**config.mk**
```make
export PLATFORM = sky130hd
export DESIGN_NAME = buzzer_arbiter
export DESIGN_NICKNAME = d
export VERILOG_FILES = /design/src/rtl/buzzer_arbiter.sv
export SDC_FILE = /design/constraint.sdc
export NUM_CORES = 1
export LEC_CHECK = 0
export ABC_AREA = 1
export BUFFER_PORTS_ARGS = -buffer_cell sky130_fd_sc_hd__buf_2
export CAP_MARGIN = 20
export CORE_ASPECT_RATIO = 0.9
export CORE_MARGIN = 8
export CORE_UTILIZATION = 45
export DETAILED_ROUTE_END_ITERATION = 6
export PLACE_DENSITY = 0.68
export SETUP_SLACK_MARGIN = 0.4
export SYNTH_ARGS = -nofsm -noshare
export SYNTH_HDL_FRONTEND = slang
export SYNTH_SLANG_ARGS = --single-unit
```
**constraint.sdc**
```tcl
create_clock -name CLK -period 3.7 [get_ports CLK]
set_input_delay 0.185 -clock CLK [delete_from_list [all_inputs] [get_ports CLK]]
set_output_delay 0.185 -clock CLK [all_outputs]
set_load 0.02 [all_outputs]
```
**src/rtl/buzzer_arbiter.sv**
```systemverilog
// Fixed-priority buzzer pin arbiter: alarm > SOS > key-beep, with minimum hold and silent gap.
// Optional macro BUZZER_PREEMPT_EN enables preemption of a held grant after MIN_HOLD cycles.
module buzzer_arbiter #(
  parameter int MIN_HOLD = 50000,
  parameter int GAP      = 25000,
  parameter int CNT_W    = 16
) (
  input  logic       CLK,
  input  logic       RST,
  input  logic [2:0] Req_In,
  input  logic [2:0] Tone_In,
  output logic [2:0] Grant_Out,
  output logic       Busy_Out,
  output logic       Pin_Out
);

  typedef enum logic [1:0] {S_IDLE, S_GRANT, S_GAP} state_t;

  localparam logic [CNT_W-1:0] HOLD_MAX = CNT_W'(MIN_HOLD - 1);
  localparam logic [CNT_W-1:0] GAP_MAX  = CNT_W'((GAP > 0) ? GAP - 1 : 0);
  localparam bit               NO_GAP   = (GAP == 0);

  state_t           state_q, state_d;
  logic [2:0]       grant_q, grant_d;
  logic [CNT_W-1:0] hold_q, hold_d;
  logic [CNT_W-1:0] gap_q, gap_d;
  logic             busy_q, busy_d;
  logic             pin_q, pin_d;

  logic [2:0] first_req;
  logic       owner_req;
  logic       preempt;

  // Isolate the lowest set bit, which is the highest-priority requester.
  assign first_req = Req_In & (~Req_In + 3'd1);
  assign owner_req = |(Req_In & grant_q);

`ifdef BUZZER_PREEMPT_EN
  logic higher_req;
  // For a one-hot owner, grant_q - 1 masks exactly the higher-priority bits.
  assign higher_req = |(Req_In & (grant_q - 3'd1));
  assign preempt    = higher_req && (hold_q == HOLD_MAX);
`else
  assign preempt    = 1'b0;
`endif

  always_ff @(posedge CLK) begin
    if (RST) begin
      state_q <= S_IDLE;
      grant_q <= '0;
      hold_q  <= '0;
      gap_q   <= '0;
      busy_q  <= 1'b0;
      pin_q   <= 1'b0;
    end else begin
      state_q <= state_d;
      grant_q <= grant_d;
      hold_q  <= hold_d;
      gap_q   <= gap_d;
      busy_q  <= busy_d;
      pin_q   <= pin_d;
    end
  end

  always_comb begin
    state_d = state_q;
    grant_d = grant_q;
    hold_d  = hold_q;
    gap_d   = gap_q;
    unique case (state_q)
      S_IDLE: begin
        if (|Req_In) begin
          state_d = S_GRANT;
          grant_d = first_req;
          hold_d  = '0;
        end
      end
      S_GRANT: begin
        if (hold_q != HOLD_MAX) hold_d = hold_q + 1'b1;
        if (!owner_req || preempt) begin
          if (NO_GAP) begin
            // Without a gap, hand straight to the next requester.
            if (|Req_In) begin
              grant_d = first_req;
              hold_d  = '0;
            end else begin
              state_d = S_IDLE;
              grant_d = '0;
            end
          end else begin
            state_d = S_GAP;
            grant_d = '0;
            gap_d   = '0;
          end
        end
      end
      S_GAP: begin
        gap_d = gap_q + 1'b1;
        if (gap_q == GAP_MAX) begin
          if (|Req_In) begin
            state_d = S_GRANT;
            grant_d = first_req;
            hold_d  = '0;
          end else begin
            state_d = S_IDLE;
          end
        end
      end
      default: begin
        state_d = S_IDLE;
        grant_d = '0;
      end
    endcase
  end

  always_comb begin
    busy_d = (state_d != S_IDLE);
    // The pin is silenced whenever ownership changes or ends on this edge.
    pin_d  = (grant_d == grant_q) ? |(grant_q & Tone_In) : 1'b0;
  end

  assign Grant_Out = grant_q;
  assign Busy_Out  = busy_q;
  assign Pin_Out   = pin_q;

endmodule
```
==> results.ini, run 1 <==
[routing]
drc=0
via_count=1481
drt-wirelength-per-cell_microns=12.0
drt_iter0_drc=152
antenna_left=0
drt-total-wl_mm=3.41
dr.pass1.iters=4
avgViaCountPerCell=5.23

[sta]
fmax_mhz=589
finClkSkew_ns=0.00264
finalMaxSlewViolations=0
worst_slew_pin_slew_ns=0.669
slew_headroom=0.554
setup_tns_ns=0
min_period_over_period=0.459
setup_viol=0
grt_setup_unrepaired=false
hold_viol=0
min_period_ns=1.70
setup_ws_ns=2.00

[setup_path]
path_class=flip-flop to flip-flop
critPathArrivalTime_ns=1.92
worstPathMaxFanout=17
required_ns=3.92
setup.worst_path.end_class=flip-flop
start_kind=flip-flop

[placement]
preCtsSetupSlack_ns=2.03
io_buffer_count=12
hpwl_mm=2.62
gp_congestion=0.918

[global_route]
grt_pass1_wl_mm=6.00
track_usage=0.143
grt_overflow=0
antenna_found_initial=0
grt_pass1_vias=1322
grt_start_max_net_pins=18

[clock_network]
insertion_delay_ns=0.32
numCtsBuffers=3
holdBufCountCts=0
clk_pin_slew_worst_paths_ns=0.13
cts_resized=0
htreeDepth=1
cts-root-buf=clkbuf_4
cts_buffer_depth=2
cts_setup_buffers=0
cts_tree=built
clkSinkCount=23

[logic_synthesis]
synth_cells=228
synth_ff_type=dfxtp_1
yosysUniqueCellTypes=31
syn-cell-area_sq_um=1440
synth_top_area_share=0.321
synth_top_area_cell=dfxtp_1
synth.area.top_cells=dfxtp_1 (32%), nand2_1 (16%), nand3_1 (8.4%), inv_1 (7.3%), nor2_1 (6.8%)
synth.net_count=237
synth-seq-cells=23
synthArstFlopShare=0
avgSynthCellArea_sq_um=6.30
synth-edff-count=0
synth-seq-area-share=0.321
yosys_warnings=0

[min_path]
min_path_type=input pin to flip-flop

[outcome]
outcome=finished, final reports clean

[job]
drv_cap=0

[floorplanning]
die_w_microns=75.6
rows=19
coreArea_sq_um=3040
die_h_microns=69.6
dieArea_sq_um=5260
top_level_ports=13
initial_core_util=0.472

[cells_and_area]
fin_nets=251
drive_gt1_frac=0.133
fill_cells=336
final_common_cell=nand2_1
fin_util=0.511
area.growth.synth_to_final_pct=8.28
num_antenna_cells=0
final_cell_mix=nand2_1 (61), inv_1 (28), nor2_1 (26)

[pwr]
p_leak_nw=0.631
power_density_nw_per_um2=304
p_total_w=0.000473
irDropWorstVdd_uv=175

==> metal layers <==
layer / part of all wire / wire (microns) / GRT usage / vias up
li1: - / - / - / 775
met3: 0.055 / 186 / 0.0231 / 7
met5: 0 / 0 / 0 / -
met2: 0.45 / 1520 / 0.216 / 37
met1: 0.48 / 1630 / 0.189 / 662
met4: 0.020 / 69 / 0.0640 / 0
==> report_power, final <==
part / total (W) / internal, W / switching [W]
Combinational: 0.0000875 / 0.0000247 / 0.0000628
Sequential: 0.000264 / 0.000257 / 0.00000725
Clock: 0.000122 / 0.0000422 / 0.0000800
==> final timing paths <==
path / from / to / slack, ns / depth (start not counted)
setup reg to reg: state_q[1]$_SDFF_PP0_ / gap_q[3]$_SDFFE_PP0P_ / 2.00 / 6
hold / removal: RST / state_q[1]$_SDFF_PP0_ / 0.22 / 2
hold reg to reg: gap_q[1]$_SDFFE_PP0P_ / gap_q[1]$_SDFFE_PP0P_ / 0.49 / 2
setup / recovery: state_q[1]$_SDFF_PP0_ / gap_q[3]$_SDFFE_PP0P_ / 2.00 / 6
==> cell type report <==
cell class,count,area [sq um],area share
clock buffer,4,26.3,0.0169
inverter,32,120,0.0772
multi-input combinational,170,836,0.537
sequential,23,460,0.296
tap,42,52.6,0.0338
timing repair buffer,12,60.1,0.0386
==> critical path, stage by stage, from the launching register on <==
cell and delay [ns]:
dfxtp_1 0.35, inv_1 0.07, nor2_2 0.52, nor2_2 0.28, inv_1 0.14, nor2_1 0.05, o221a_2 0.21
==> through the flow <==
stage	instances	hold WS (ns)	instance area, sq um
2_1_floorplan	228	0.254	1440
3_3_place_gp	279	0.481	1530
3_5_place_dp	279	0.481	1530
4_1_cts	283	0.220	1560
5_1_grt	283	0.228	1560
6_report	283	0.219	1560
==> cells by family (layout without fill, tap and decap cells) <==
logic type | Yosys count | count (layout) | synth area share
AO/OA/AOI/OAI | 35 | 35 | 0.140
flip-flops | 23 | 23 | 0.321
buffers and inverters | 35 | 48 | 0.0976
adder cells (fa/ha/maj) | 1 | 1 | 0.00871
AND/OR/NAND/NOR | 134 | 134 | 0.433
==> synth_stat cells (2+ instances only) <==
master and instances:
nand2_1 61, nor2_2 3, nor3_2 2, nand3b_1 2, a21oi_1 15, nor2_1 26
o21ai_1 2, o21ai_0 10, nor2_4 2, nand3_1 24, inv_2 4, nand4_1 8
nor3_1 2, dfxtp_1 23, inv_1 28
==> state kept, by name, indices dropped and copies added, names as in the netlist <==
| register | cells |
|---|---|
| Grant_Out | 3 |
| Busy_Out | 1 |
| gap_q | 16 |
| state_q | 2 |
| Pin_Out | 1 |
(Power assumes the default switching activity.)
==> inputs of run 2 (changes only) <==
- clock period: 3.7 -> 1.8 ns (I/O delays scaled with it)
==> results.ini, run 2 (synthesis results as in run 1) <==
[clock_network]
cts-root-buf=clkbuf_4
clk_pin_slew_worst_paths_ns=0.13
cts_tree=built
cts_buffer_depth=2
numCtsBuffers=3
htreeDepth=1
holdBufCountCts=0
insertion_delay_ns=0.32
clkSinkCount=23

[routing]
drt_iter0_drc=107
antenna_left=0
drt-total-wl_mm=3.81
dr.pass1.iters=4
drt-wirelength-per-cell_microns=12.8
drc=0
avgViaCountPerCell=5.33
via_count=1594

[setup_path]
cp_slowest_cell=dfxtp_2
worstPathMaxFanout=3
path_cells=buf_4, nand4_1, nor2_1, nand2_1, nand2_2, inv_2, o21ai_2, buf_4, a21oi_2
path_common_cell=buf_4
max_stage_delay_ns=0.38
required_ns=2.00
path_class=flip-flop to flip-flop
crit_buf_inv=3
start_kind=flip-flop
setup.worst_path.end_class=flip-flop
critPathArrivalTime_ns=1.61
critPathTopFamily=simple AND/OR/NAND/NOR gates

[global_route]
grt_pass1_wl_mm=6.47
grt_start_max_net_pins=16
grt_overflow=0
track_usage=0.152
grt_pass1_vias=1448
antenna_found_initial=0

[sta]
finClkSkew_ns=0.0135
min_period_ns=1.41
min_period_over_period=0.785
setup_tns_ns=0
grt_setup_unrepaired=true
finalMaxSlewViolations=0
slew_headroom=0.782
setup_viol=0
fmax_mhz=708
worst_slew_pin_slew_ns=0.328
hold_viol=0
fin_hold_ws_ns=0.137
setup_ws_ns=0.387

[placement]
hpwl_mm=2.78
preCtsSetupSlack_ns=0.294
io_buffer_count=12
gp_congestion=0.866
dpl-instance-area_sq_um=1580

[floorplanning]
rows=19
dieArea_sq_um=5260
die_w_microns=75.6
top_level_ports=13
coreArea_sq_um=3040
die_h_microns=69.6
initial_core_util=0.472

[cells_and_area]
drive_gt1_frac=0.342
top_register=gap_q
final_cell_mix=nand2_1 (52), inv_1 (22), nand3_1 (22)
stdcell_area_sq_um=1820
num_antenna_cells=0
final_common_cell=nand2_1
largest_reg_flops=16
area.growth.synth_to_final_pct=27.0
fin_nets=267

[pwr]
p_total_w=0.00103
irDropWorstVdd_uv=450
p_leak_nw=0.743
power_density_nw_per_um2=563

[outcome]
outcome=finished, final reports clean

[job]
drv_cap=0

[min_path]
min_path_type=input pin to flip-flop

run 2: changes by cell type in the layout (fill, tap and decap cells not counted), sizes merged:
cell	delta
buf	+16
run 2: final timing paths:
path	to	from	slack [ns]	cells past startpoint
min	Grant_Out[1]$_SDFF_PP0_	RST	0.14	2
max reg2reg	Grant_Out[0]$_SDFF_PP0_	gap_q[5]$_SDFFE_PP0P_	0.39	9
min reg2reg	gap_q[14]$_SDFFE_PP0P_	gap_q[14]$_SDFFE_PP0P_	0.46	1
max	Grant_Out[0]$_SDFF_PP0_	gap_q[5]$_SDFFE_PP0P_	0.39	9
run 2: power breakdown:
part | internal, W | switching, W | total (W) | leakage (nW)
combinational | 0.0000914 | 0.000154 | 0.000245 | 0.534
sequential | 0.000520 | 0.0000144 | 0.000535 | 0.194
clock | 0.0000867 | 0.000161 | 0.000247 | 0.0150
run 2: layout make-up:
class / count / area, sq um
clock buffer: 4 / 26.3
fill: 316 / 1220
inverter: 32 / 123
multi-input combinational: 170 / 952
sequential: 23 / 490
tap: 42 / 52.6
timing repair buffer: 28 / 180
run 2: routing by layer:
layer	routed length (microns)	part of all wire	track usage	up-vias
met1	1770	0.46	0.201	718
met3	224	0.059	0.0477	10
met5	0	0	0	-
li1	-	-	-	814
met4	108	0.028	0.0490	0
met2	1710	0.45	0.224	52
run 2: stage by stage:
| step | instances | util |
|---|---|---|
| global route | 299 | 0.600 |
| finish | 299 | 0.600 |
| detailed placement | 285 | 0.518 |
| global placement | 285 | 0.518 |
| floorplan | 228 | - |
| CTS | 292 | 0.550 |
run 2: timing repair:
action                                  in CTS  in global routing
setup buffers                                3                  7
pin swaps                                    3                 21
resized for setup                           18                 36
endpoints found under the setup margin      13                 21
